--- src/rtl/multi_debounce_pkg.sv ---
// Shared types and default parameters for the multi-channel debouncer.
package multi_debounce_pkg;

  typedef enum logic [1:0] {
    LOW       = 2'b00,
    RISE_WAIT = 2'b01,
    HIGH      = 2'b10,
    FALL_WAIT = 2'b11
  } db_state_e;

  localparam int unsigned DEF_CHANNELS      = 4;
  localparam int unsigned DEF_STABLE_CYCLES = 4;
  localparam int unsigned DEF_SYNC_STAGES   = 2;

endpackage

--- src/rtl/debounce_cell.sv ---
// One debounce channel: input synchronizer, glitch-rejecting FSM, stable counter,
// registered level / rise / fall / busy outputs.
module debounce_cell
  import multi_debounce_pkg::*;
#(
  parameter int unsigned STABLE_CYCLES = DEF_STABLE_CYCLES,
  parameter int unsigned SYNC_STAGES   = DEF_SYNC_STAGES,
  parameter int unsigned CNT_W         = $clog2(STABLE_CYCLES)
) (
  input  logic clk,
  input  logic clear,
  input  logic en,
  input  logic din,
  output logic level,
  output logic rise,
  output logic fall,
  output logic busy
);

  localparam logic [CNT_W-1:0] CNT_LAST = CNT_W'(STABLE_CYCLES - 1);
  localparam logic [CNT_W-1:0] CNT_ONE  = CNT_W'(1);

  logic [SYNC_STAGES-1:0] sync_q;
  logic                   s;
  db_state_e              state_q, state_d;
  logic [CNT_W-1:0]       cnt_q, cnt_d;
  logic                   level_d, rise_d, fall_d, busy_d;

  // Synchronizer runs regardless of en so the FSM sees fresh data on resume.
  always_ff @(posedge clk or posedge clear) begin
    if (clear) sync_q <= '0;
    else       sync_q <= {sync_q[SYNC_STAGES-2:0], din};
  end

  assign s = sync_q[SYNC_STAGES-1];

  always_ff @(posedge clk or posedge clear) begin
    if (clear) begin
      state_q <= LOW;
      cnt_q   <= '0;
      level   <= 1'b0;
      rise    <= 1'b0;
      fall    <= 1'b0;
      busy    <= 1'b0;
    end else begin
      state_q <= state_d;
      cnt_q   <= cnt_d;
      level   <= level_d;
      rise    <= rise_d;
      fall    <= fall_d;
      busy    <= busy_d;
    end
  end

  always_comb begin
    state_d = state_q;
    cnt_d   = cnt_q;
    level_d = level;
    rise_d  = 1'b0;
    fall_d  = 1'b0;
    if (en) begin
      case (state_q)
        LOW: begin
          if (s) begin
            state_d = RISE_WAIT;
            cnt_d   = CNT_ONE;
          end
        end
        RISE_WAIT: begin
          if (!s) begin
            state_d = LOW;
            cnt_d   = '0;
          end else if (cnt_q == CNT_LAST) begin
            state_d = HIGH;
            level_d = 1'b1;
            rise_d  = 1'b1;
            cnt_d   = '0;
          end else begin
            cnt_d = cnt_q + CNT_ONE;
          end
        end
        HIGH: begin
          if (!s) begin
            state_d = FALL_WAIT;
            cnt_d   = CNT_ONE;
          end
        end
        FALL_WAIT: begin
          if (s) begin
            state_d = HIGH;
            cnt_d   = '0;
          end else if (cnt_q == CNT_LAST) begin
            state_d = LOW;
            level_d = 1'b0;
            fall_d  = 1'b1;
            cnt_d   = '0;
          end else begin
            cnt_d = cnt_q + CNT_ONE;
          end
        end
      endcase
    end
    busy_d = (state_d == RISE_WAIT) || (state_d == FALL_WAIT);
  end

endmodule

--- src/rtl/multi_debounce.sv ---
// CHANNELS independent debounce cells sharing clock, clear and enable.
module multi_debounce
  import multi_debounce_pkg::*;
#(
  parameter int unsigned CHANNELS      = DEF_CHANNELS,
  parameter int unsigned STABLE_CYCLES = DEF_STABLE_CYCLES,
  parameter int unsigned SYNC_STAGES   = DEF_SYNC_STAGES
) (
  input  logic                clk,
  input  logic                clear,
  input  logic                en,
  input  logic [CHANNELS-1:0] din,
  output logic [CHANNELS-1:0] level,
  output logic [CHANNELS-1:0] rise,
  output logic [CHANNELS-1:0] fall,
  output logic [CHANNELS-1:0] busy
);

  localparam int unsigned CNT_W = $clog2(STABLE_CYCLES);

  for (genvar i = 0; i < CHANNELS; i++) begin : g_ch
    debounce_cell #(
      .STABLE_CYCLES(STABLE_CYCLES),
      .SYNC_STAGES  (SYNC_STAGES),
      .CNT_W        (CNT_W)
    ) u_cell (
      .clk  (clk),
      .clear(clear),
      .en   (en),
      .din  (din[i]),
      .level(level[i]),
      .rise (rise[i]),
      .fall (fall[i]),
      .busy (busy[i])
    );
  end

endmodule

--- config.mk ---
export PLATFORM = sky130hd
export DESIGN_NAME = multi_debounce
export DESIGN_NICKNAME = d
export VERILOG_FILES = /design/src/rtl/multi_debounce_pkg.sv /design/src/rtl/debounce_cell.sv /design/src/rtl/multi_debounce.sv
export SDC_FILE = /design/constraint.sdc
export NUM_CORES = 1
export LEC_CHECK = 0
export BUFFER_PORTS_ARGS = -buffer_cell sky130_fd_sc_hd__buf_4
export CAP_MARGIN = 20
export CORE_MARGIN = 4
export CORE_UTILIZATION = 45
export CTS_BUF_LIST = sky130_fd_sc_hd__clkbuf_8
export CTS_CLUSTER_DIAMETER = 200
export DETAILED_ROUTE_END_ITERATION = 10
export GPL_TIMING_DRIVEN = 0
export HOLD_SLACK_MARGIN = 0.08
export MAX_ROUTING_LAYER = met4
export PLACE_DENSITY = 0.67
export SYNTH_ARGS = -nofsm -noshare
export SYNTH_HDL_FRONTEND = slang
export SYNTH_HIERARCHICAL = 1
export SYNTH_SLANG_ARGS = --single-unit
--- constraint.sdc ---
create_clock -name clk -period 1 [get_ports clk]
set_clock_uncertainty 0.05 [all_clocks]
set_input_delay 0.05 -clock clk [delete_from_list [all_inputs] [get_ports clk]]
set_output_delay 0.05 -clock clk [all_outputs]
set_load 0.1 [all_outputs]
Word level (Yosys, flattened, before mapping) --
Index checks and enable logic that the tools add are counted.
Storage, ports and cells: output and inout port bits 16, flip-flop bits (word level) 40, input bits 7
Operators by class: add/subtract/negate cells 4, equal/unequal tests 48, reductions and logical operators 20, muxes and demuxes 104
Operators by type and width (number):
- two-way mux 2 bit | 48
- one-hot mux 2 bit (4 select lines) | 8
- two-way mux 1 bit | 44
- equality test 2 bit, second input constant | 16
- inequality test 2 x 1 -> 1 bit, second input constant | 16
- AND reduction 6 bit | 4
- equality test 2 x 1 -> 1 bit, second input constant | 8
- inequality test 2 bit, second input constant | 8
- AND reduction 3 bit | 4
- adder 2 x 1 -> 2 bit, second input constant | 4
- logical NOT 2 bit | 4
- one-hot mux 1 bit (2 select lines) | 4
- nonzero test 2 bit | 4
- logical OR 1 bit | 4

Longest topological paths before layout --
Gate-level depths: netlist (run 1).
depth in word-level cells 7, gate-level depth with buffers 4, gate-level depth less buffers 4

Modules after synthesis --
Netlist (run 1), hierarchy kept.
Modules (own cells, without submodules):
- debounce_cell | area an instance 425.4 µm², seq. area each 225.2 µm², cells an instance 35, instances 4

Worst setup path after synthesis (run 1) --
Ideal clock, no wire load.
kind register to register, start point register (tool-made name), end point register g_ch[0].u_cell.level, slack -0.597 ns, path buffers 0, data arrival time 1.418 ns, cell stages (with the launch flop) 4, path through dfrtp_1 > nand3_1 > o21ai_0 > a21oi_1
RTL lines:
- end signal: assignment | line debounce_cell.sv:48 | level <= level_d;
- end: declaration | line debounce_cell.sv:14 | output logic level,

==> results of run 1 <==
==> through the flow <==
stage	hold WS, ns	setup TNS [ns]	power, mW	area (um^2)
after detailed placement	0.00949	-2.11	3.60	1990
final	0.121	-2.49	5.51	2570
after CTS	0.111	-2.46	5.46	2480
after global placement	0.00734	-1.52	3.54	1990
after global routing	0.143	-4.25	5.77	2570
after floorplan	-0.172	-2.62	3.24	1770
==> what timing repair did <==
action	4_1_cts	5_1_grt
setup endpoints to repair	43	40
gates cloned	0	0
hold buffers	5	0
pin swaps	13	9
hold endpoints to repair	40	0
setup buffers	20	4
resized for setup	46	15
==> cell usage in the layout (no fill, tap or decap), types with 2 or more instances in the layout <==
master          n
dfrtp_1        28
buf_4          28
buf_6          14
o21ai_1        11
buf_12         10
a21oi_1         9
inv_1           8
nand2_1         8
a21oi_2         7
ha_2            7
clkbuf_8        5
dlygate4sd3_1   5
nand3_1         4
nand3_2         4
xnor2_4         4
mux2_4          4
nor3b_2         4
nand2_2         4
xor2_2          4
a22o_1          4
a41oi_1         4
dfrtp_4         4
dfrtp_2         4
nor3_1          3
nor2_1          3
buf_8           2
==> critical path, delay by kind of cell (launching register included) <==
kind                      cells  cell delay (ns)
DFF                           1             0.38
muxes                         1             0.25
xor gates and xnor gates      1             0.17
buffers and inverters         1             0.14
AOI/OAI and AO/OA             1             0.04
==> cell families (layout without fill, tap and decap cells) <==
kind of cell             count (synthesis)  count (layout)  synth area share
flip-flops                              36              36             0.529
multiplexers                             4               4            0.0353
AO/OA/AOI/OAI                           36              36             0.124
adder cells (fa/ha/maj)                  8               8            0.0588
XOR/XNOR                                 8               8             0.103
buffers and inverters                   16              75            0.0618
AND/OR/NAND/NOR                         32              32            0.0882
==> cell type report <==
cell class	instances	share of cell area
clock buffer	5	0.0268
tap	48	0.0234
sequential	36	0.358
timing repair buffer	51	0.217
clock inverter	3	0.0165
multi-input combinational	88	0.311
buffer	8	0.0350
inverter	8	0.0117
==> per-layer routing <==
layer  GRT usage  wire, um
met5           -         0
met4       0.106        97
met3      0.0275       113
met2       0.240      1830
met1       0.189      1380
==> final timing paths <==
| path | startpoint | to | slack [ns] | cells past startpoint |
|---|---|---|---|---|
| setup / recovery | g_ch[1].u_cell/sync_q[1] | flop | -0.14 | 4 |
| hold / removal | en | g_ch[3].u_cell/cnt_q[0] | 0.12 | 3 |
| setup reg to reg | g_ch[1].u_cell/sync_q[1] | flop | -0.14 | 4 |
| hold reg to reg | g_ch[2].u_cell/sync_q[0] | g_ch[2].u_cell/sync_q[1] | 0.30 | 0 |
| max in group asynchronous | clear | async pin | 0.35 | 3 |
| min in group asynchronous | clear | async pin | 0.25 | 3 |
==> report_power, final <==
group | switching (mW) | internal, mW
sequential | 0.279 | 1.72
clock | 0.524 | 0.737
combinational | 1.24 | 1.01
==> reports/qor.txt, run 1 <==
status -> finished with violations
failing checks -> negative setup slack
MaxCap Viol Count -> 0
Critical Path RT -> 1.12 ns
Syn-to-layout area delta -> 51.1%
TritonRoute pass-1 iters -> 4
DRT iter0 DRCs -> 64
initial core utilization -> 0.465
CTS tree -> done
largest net degree at the start of global routing -> 29
placed insts -> 210
Setup Viol. Count Final -> 30
final core utilization -> 0.702
Synth Flop Type -> dfrtp_1
Unique masters post-synth -> 18
PwrDens -> 2140 mW/mm^2
gp weighted congestion -> 0.750
crit share post-route -> 1.14
Num CTS Buffers -> 5
multi-input logic area -> 801 um^2
full die area -> 0.00483 mm^2
clock-pin slew on the worst setup and hold paths -> 0.07 ns
HP Class -> input port to flop
Chip Width -> 69.5 um
drt total wl -> 3420 um
Synth Cell Area -> 0.00170 mm^2
top-count cell post-synth -> dfrtp_1
warnings from Yosys -> 6
f_max -> 0.875 GHz
Post-DRT Antenna Nets -> 0
DIE HEIGHT -> 69.5 um
first-pass GRT wire length -> 5730 um
Setup WS pre-CTS -> -0.141 ns
worst slew pin tran -> 0.354 ns
Yosys reg bits -> 36
vias in the first global route -> 1242
Max Fanout on Critical Path -> 3
Final Non-Filler Cells -> 247
mean routed wirelength per cell -> 13.8 um
Final #Nets -> 213
Synth Instances -> 140
relative slew slack -> 0.763
Clock Tree Root -> clkbuf_8
Seq/Total Area, Yosys -> 0.529
Clock Latency Late Sink -> 0.29 ns
synth cell count leaders -> dfrtp_1, a21oi_1, nand2_1
Final Hold Fails -> 0
IO Count -> 23
placed wire-length estimate -> 2070 um
largest area contributor in the synthesized netlist -> dfrtp_1
Slowest cell on crit path -> dfrtp_1
Post-synth EDFFs -> 0
LEAKAGE -> 1.13 nW
Area contributors post-synth -> dfrtp_1, xnor2_4, ha_1, a21oi_1, xor2_2
critical path endpoint category -> flop
CP startpoint kind -> flop
layout cells sized above 1 -> 0.558
CTS H-tree lvls -> 2
initial antenna violation count -> 0
Port Buffers -> 22
# diodes -> 0
Remaining DRCs -> 0
Synth top area share -> 0.529
syn avg cell area -> 12.2 um^2
slowest stage delay, CP -> 0.38 ns
RSZ-0062 raised after global routing -> true
syn_nets -> 155
row cnt -> 22
CTS Sinks -> 36
CP Cell Sequence -> buf_6, xnor2_4, a21oi_2, mux2_4
VDD IR-drop max -> 1380 uV
crit path time final -> 1.14 ns
Filler Cell Count -> 240
Core ar. -> 0.00366 mm^2
worst setup margin -> -0.143 ns
post-DR vias/cell -> 5.04
arrival time worst endpoint -> 1.27 ns
global route overflow -> 0
DR vias -> 1246
Crit Path Category -> flop to flop
Clock Path Buffers -> 2
max-slew violations -> 0
FF+latch area -> 921 um^2
Total Routing Usage GR -> 0.157
Async SR Flop Fraction -> 1.00
(Power assumes the default switching activity.)
==> run 2: changes to the inputs <==
CELL_PAD_IN_SITES_DETAIL_PLACEMENT = 1   (was not set)
CELL_PAD_IN_SITES_GLOBAL_PLACEMENT = 1   (was not set)
PLACE_DENSITY = 0.86   (was 0.67)
clock period = 1.34 ns   (was 1 ns; I/O delays follow)
==> reports/qor.txt, run 2 (synthesized netlist as in run 1, its figures left out) <==
MaxCap Viol Count -> 0 (unchanged)
drt total wl -> 3550 um (+3.9%)
VDD IR-drop max -> 917 uV (-34%)
relative slew slack -> 0.755 (-0.00844)
# diodes -> 0 (unchanged)
Setup WS pre-CTS -> 0.146 ns (+0.287 ns)
first-pass GRT wire length -> 6110 um (+6.6%)
most frequent cells in the layout -> dfrtp_1, buf_4, a21oi_1
Resize count post-CTS -> 0 (-100%)
Setup Viol. Count Final -> 0 (-100%)
Chip Width -> 69.5 um (unchanged)
Post-DRT Antenna Nets -> 0 (unchanged)
multi-input logic area -> 696 um^2 (-13%)
full die area -> 0.00483 mm^2 (unchanged)
worst slew pin tran -> 0.367 ns (+0.0126 ns)
post-DR vias/cell -> 5.25 (+4.1%)
placed wire-length estimate -> 2600 um (+25%)
Filler Cell Count -> 393 (+64%)
critical path endpoint category -> flop
Clock Tree Root -> clkbuf_8
f_max -> 0.830 GHz (-5.2%)
TritonRoute pass-1 iters -> 4 (unchanged)
Core ar. -> 0.00366 mm^2 (unchanged)
CTS tree -> done
Total Routing Usage GR -> 0.168 (+0.0104)
Syn-to-layout area delta -> 22.6%
Final Power -> 3.48 mW (-37%)
vias in the first global route -> 1247 (+0.40%)
Final #Nets -> 189 (-11%)
setup slack, reg-to-reg -> 0.14 ns (+0.28 ns)
PwrDens -> 1670 mW/mm^2 (-22%)
DIE HEIGHT -> 69.5 um (unchanged)
status -> finished clean
RSZ-0062 raised after global routing -> false
mean routed wirelength per cell -> 15.9 um (+15%)
Clock Latency Late Sink -> 0.28 ns (about the same)
Final Hold Fails -> 0 (unchanged)
CP startpoint kind -> flop
CTS Sinks -> 36 (unchanged)
initial antenna violation count -> 0 (unchanged)
row cnt -> 22 (unchanged)
DRT iter0 DRCs -> 29 (-55%)
FF+latch area -> 911 um^2 (-1.1%)
Remaining DRCs -> 0 (unchanged)
clock-pin slew on the worst setup and hold paths -> 0.07 ns (about the same)
Max Fanout on Critical Path -> 4 (+1)
arrival time worst endpoint -> 1.32 ns (+0.05 ns)
crit share post-route -> 0.899 (-0.243)
largest net degree at the start of global routing -> 29 (unchanged)
IO Count -> 23 (unchanged)
Fin Setup TNS -> 0 ns (+2.49 ns)
worst setup margin -> 0.135 ns (+0.278 ns)
initial core utilization -> 0.465 (unchanged)
LEAKAGE -> 0.973 nW (-14%)
Clock Path Buffers -> 2 (unchanged)
leading cell type in the layout, fill and taps excluded -> dfrtp_1
Num CTS Buffers -> 5 (unchanged)
layout cells sized above 1 -> 0.326 (-0.232)
gp weighted congestion -> 0.816 (+8.7%)
crit path time final -> 1.20 ns (+0.0624 ns)
HP Class -> input port to flop
CTS H-tree lvls -> 2 (unchanged)
Critical Path RT -> 1.46 ns (+0.34 ns)
max-slew violations -> 0 (unchanged)
Port Buffers -> 22 (unchanged)
DR vias -> 1171 (-6.0%)
Crit Path Category -> flop to flop
global route overflow -> 0 (unchanged)
==> run 2: power by group <==
group	total, mW	leakage [nW]	switching, mW	internal (mW)
logic	1.20	0.465	0.840	0.356
registers	1.45	0.452	0.182	1.27
clock network	0.830	0.0557	0.369	0.461
==> run 2: per-stage QoR <==
stage / std cells / hold slack (ns) / instance area [um^2] / util
after detailed placement: 210 / 0.0417 / 1940 / 0.529
after CTS: 223 / 0.132 / 2090 / 0.570
after global routing: 223 / 0.137 / 2090 / 0.570
final: 223 / 0.142 / 2090 / 0.570
after global placement: 210 / 0.0283 / 1940 / 0.529
after floorplan: 140 / -0.155 / 1710 / -
==> run 2: layout make-up <==
type | instances | share of cell area
Buffer | 8 | 0.0360
Clock buffer | 7 | 0.0462
Clock inverter | 1 | 0.00180
Inverter | 8 | 0.0144
Multi-Input combinational cell | 88 | 0.333
Sequential cell | 36 | 0.436
Tap cell | 48 | 0.0288
Timing Repair Buffer | 27 | 0.103
==> run 2: path summary, 6_finish.rpt <==
kind | startpoint | end | depth (start not counted)
setup / recovery | g_ch[0].u_cell/cnt_q[0] | g_ch[0].u_cell/level | 4
hold / removal | en | g_ch[2].u_cell/cnt_q[0] | 3
max in group asynchronous | clear | g_ch[3].u_cell/level | 3
setup reg to reg | g_ch[0].u_cell/cnt_q[0] | g_ch[0].u_cell/level | 4
hold reg to reg | g_ch[1].u_cell/sync_q[0] | g_ch[1].u_cell/sync_q[1] | 0
min in group asynchronous | clear | g_ch[2].u_cell/cnt_q[0] | 3
==> run 2: repair_timing <==
action	CTS	global route
setup endpoints to repair	0	0
setup buffers	0	0
hold buffers	5	0
hold endpoints to repair	40	0
==> run 2: worst max-delay path: stages (launching register included) <==
cell	delay (ns)
dfrtp_1	0.40
ha_1	0.22
nand3_1	0.11
o21ai_0	0.21
a21oi_1	0.09
==> run 2: metal layers <==
layer / vias up / part of all wire / track usage
met5: - / 0 / -
met4: 0 / 0.021 / 0.0716
met3: 7 / 0.043 / 0.0551
met2: 28 / 0.55 / 0.273
met1: 591 / 0.38 / 0.188
li1: 545 / - / -
==> run 3: changes to the inputs <==
SYNTH_HIERARCHICAL = not set   (was 1)
==> reports/qor.txt, run 3 <==
Synth Flop Type -> dfrtp_1
largest net degree at the start of global routing -> 23 (-21%)
worst setup margin -> 0.0154 ns (-0.120 ns)
synth cell count leaders -> dfrtp_1, buf_4, o21ai_0, mux2_2, a21oi_1
syn_nets -> 146 (-5.8%)
VDD IR-drop max -> 912 uV (-0.48%)
Post-DRT Antenna Nets -> 0 (unchanged)
Sequential Power Share -> 0.413 (-0.005)
Setup WS pre-CTS -> 0.0163 ns (-0.130 ns)
Chip Width -> 68.6 um (-1.3%)
Remaining DRCs -> 0 (unchanged)
crit share post-route -> 0.989 (+0.0893)
warnings from Yosys -> 0 (-6)
CTS Sinks -> 37 (+2.8%)
Clock Latency Late Sink -> 0.29 ns (about the same)
layout cells sized above 1 -> 0.433 (+0.107)
Synth top area share -> 0.560 (+0.0308)
Final #Nets -> 181 (-4.2%)
critical path endpoint category -> primary output
gp weighted congestion -> 0.839 (+2.8%)
Clock Tree Root -> clkbuf_8
Setup Viol. Count Final -> 0 (unchanged)
arrival time worst endpoint -> 1.21 ns (-0.11 ns)
status -> finished clean
Critical Path RT -> 1.22 ns (-0.24 ns)
Post-synth EDFFs -> 0 (unchanged)
Slowest cell on crit path -> dfrtp_1
Synth Instances -> 135 (-3.6%)
f_max -> 0.755 GHz (-9.0%)
crit path time final -> 1.32 ns (+0.120 ns)
multi-input logic area -> 567 um^2 (-19%)
full die area -> 0.00471 mm^2 (-2.5%)
DR vias -> 1116 (-4.7%)
Synth Cell Area -> 0.00165 mm^2 (-2.9%)
WP buf/inv -> 2 (+2)
IO Count -> 23 (unchanged)
mean routed wirelength per cell -> 15.3 um (-3.7%)
Final Hold Fails -> 0 (unchanged)
top-count cell post-synth -> dfrtp_1
largest area contributor in the synthesized netlist -> dfrtp_1
most frequent cells in the layout -> buf_4, dfrtp_1, o21ai_0
RSZ-0062 raised after global routing -> true
LEAKAGE -> 0.935 nW (-4.0%)
CTS tree -> done
post-DR vias/cell -> 5.14 (-2.1%)
Seq/Total Area, Yosys -> 0.560 (+0.0308)
WP depth -> 2 (-2)
worst slew pin tran -> 0.526 ns (+0.159 ns)
global route overflow -> 0 (unchanged)
initial antenna violation count -> 0 (unchanged)
CP Cell Sequence -> buf_4, buf_4
Switching Share -> 0.409 (+0.00899)
R2R Path Start -> g_ch[3].u_cell.cnt_q[0]
drt total wl -> 3330 um (-6.3%)
leading cell type in the layout, fill and taps excluded -> buf_4
setup slack, reg-to-reg -> 0.07 ns (-0.07 ns)
FF+latch area -> 928 um^2 (+1.9%)
Final Non-Filler Cells -> 217 (-2.7%)
DIE HEIGHT -> 68.6 um (-1.3%)
slowest stage delay, CP -> 0.48 ns (+0.08 ns)
Yosys reg bits -> 37 (+2.8%)
Async SR Flop Fraction -> 1.00 (unchanged)
Clock Path Buffers -> 2 (unchanged)
Unique masters post-synth -> 25 (+7)
Final Power -> 4.22 mW (+21%)
Area contributors post-synth -> dfrtp_1, buf_4, mux2_2, o21ai_0, ha_1
Max Fanout on Critical Path -> 8 (+4)
placed wire-length estimate -> 2270 um (-13%)
switching power -> 1.72 mW (+24%)
WHS Path Cells -> 0 (-3)
clock-pin slew on the worst setup and hold paths -> 0.07 ns (about the same)
syn avg cell area -> 12.2 um^2 (+0.73%)
Clk pwr share -> 0.203 (-0.036)
vias in the first global route -> 1211 (-2.9%)
TritonRoute pass-1 iters -> 4 (unchanged)
HP Class -> flop to flop
first-pass GRT wire length -> 5580 um (-8.7%)
MaxCap Viol Count -> 0 (unchanged)
Register-to-Register Path Depth -> 3 (-1)
Port Buffers -> 21 (-4.5%)
Hold Slack -> 0.303 ns (+0.161 ns)
# diodes -> 0 (unchanged)
Crit Path Category -> flop to primary output
CTS H-tree lvls -> 2 (unchanged)
hold_sp -> g_ch[1].u_cell.sync_q[0]
Core ar. -> 0.00344 mm^2 (-6.0%)
Fin Setup TNS -> 0 ns (unchanged)
PwrDens -> 2030 mW/mm^2 (+22%)
max-slew violations -> 0 (unchanged)
DRT iter0 DRCs -> 81 (+180%)
Filler Cell Count -> 361 (-8.1%)
Num CTS Buffers -> 5 (unchanged)
placed insts -> 203 (-3.3%)
CP startpoint kind -> flop
initial core utilization -> 0.480 (+0.0154)
Comb power frac -> 0.385 (+0.041)
Total Routing Usage GR -> 0.168 (+0.000765)
most frequent CP cell -> buf_4
row cnt -> 21 (-4.5%)
Syn-to-layout area delta -> 25.6%
internal power -> 2.49 mW (+19%)
Top delay family on crit path -> flip-flops
relative slew slack -> 0.648 (-0.107)
run 3: cell count changes after synthesis, sizes merged, moves of 4 or more:
cell / change
mux2: +5
inv: -6
ha: -4
nand2: -8
buf: +14
a21oi: -9
run 3: stage by stage:
stage	area [um^2]	util
4_1_cts	2060	0.598
3_5_place_dp	1900	0.551
6_report	2080	0.603
5_1_grt	2080	0.603
2_1_floorplan	1650	-
3_3_place_gp	1870	0.543
run 3: cell families after synthesis:
family                     after synthesis  share of synthesized area
adders and majority gates                4                     0.0303
muxes                                    9                     0.0613
xor gates and xnor gates                 8                     0.0424
DFF                                     37                      0.560
buffers and inverters                   24                      0.104
and+or+nand+nor                         24                     0.0954
AOI/OAI and AO/OA                       29                      0.106
run 3: per-layer routing:
metal / GRT usage / vias up / share of wire
met4: 0.0819 / 0 / 0.023
met1: 0.198 / 562 / 0.42
met3: 0.0389 / 7 / 0.041
met5: - / - / 0
met2: 0.272 / 23 / 0.52
li1: - / 524 / -
run 3: timing repair:
item	CTS	global route
endpoints found under the hold margin	33	0
buffers inserted	0	0
hold buffers	6	0
gates resized for setup	0	7
pin swaps	0	0
setup endpoints to repair	1	7
run 3: worst paths after layout:
path | endpoint
hold / removal | g_ch[1].u_cell.sync_q[1]
max in group asynchronous | async pin
setup reg to reg | g_ch[3].u_cell.state_q[1]
setup / recovery | busy[1]
min in group asynchronous | g_ch[2].u_cell.fall
hold reg to reg | g_ch[1].u_cell.sync_q[1]
run 3: area by class of cell:
class	count	area share
flip-flops and latches	37	0.447
well taps	46	0.0277
repair buffers	28	0.118
multi-input cells	74	0.273
inverters	2	0.00542
plain buffers	22	0.0796
clock inverters	1	0.00241
clock buffers	7	0.0464
run 3: power groups by stage:
stage / logic, mW / clock network (mW) / registers [mW]
4_1_cts: 1.61 / 0.872 / 1.72
2_1_floorplan: 1.30 / 0 / 1.64
5_1_grt: 1.75 / 0.932 / 1.79
3_5_place_dp: 1.59 / 0 / 1.73
6_report: 1.62 / 0.855 / 1.74
3_3_place_gp: 1.48 / 0 / 1.69
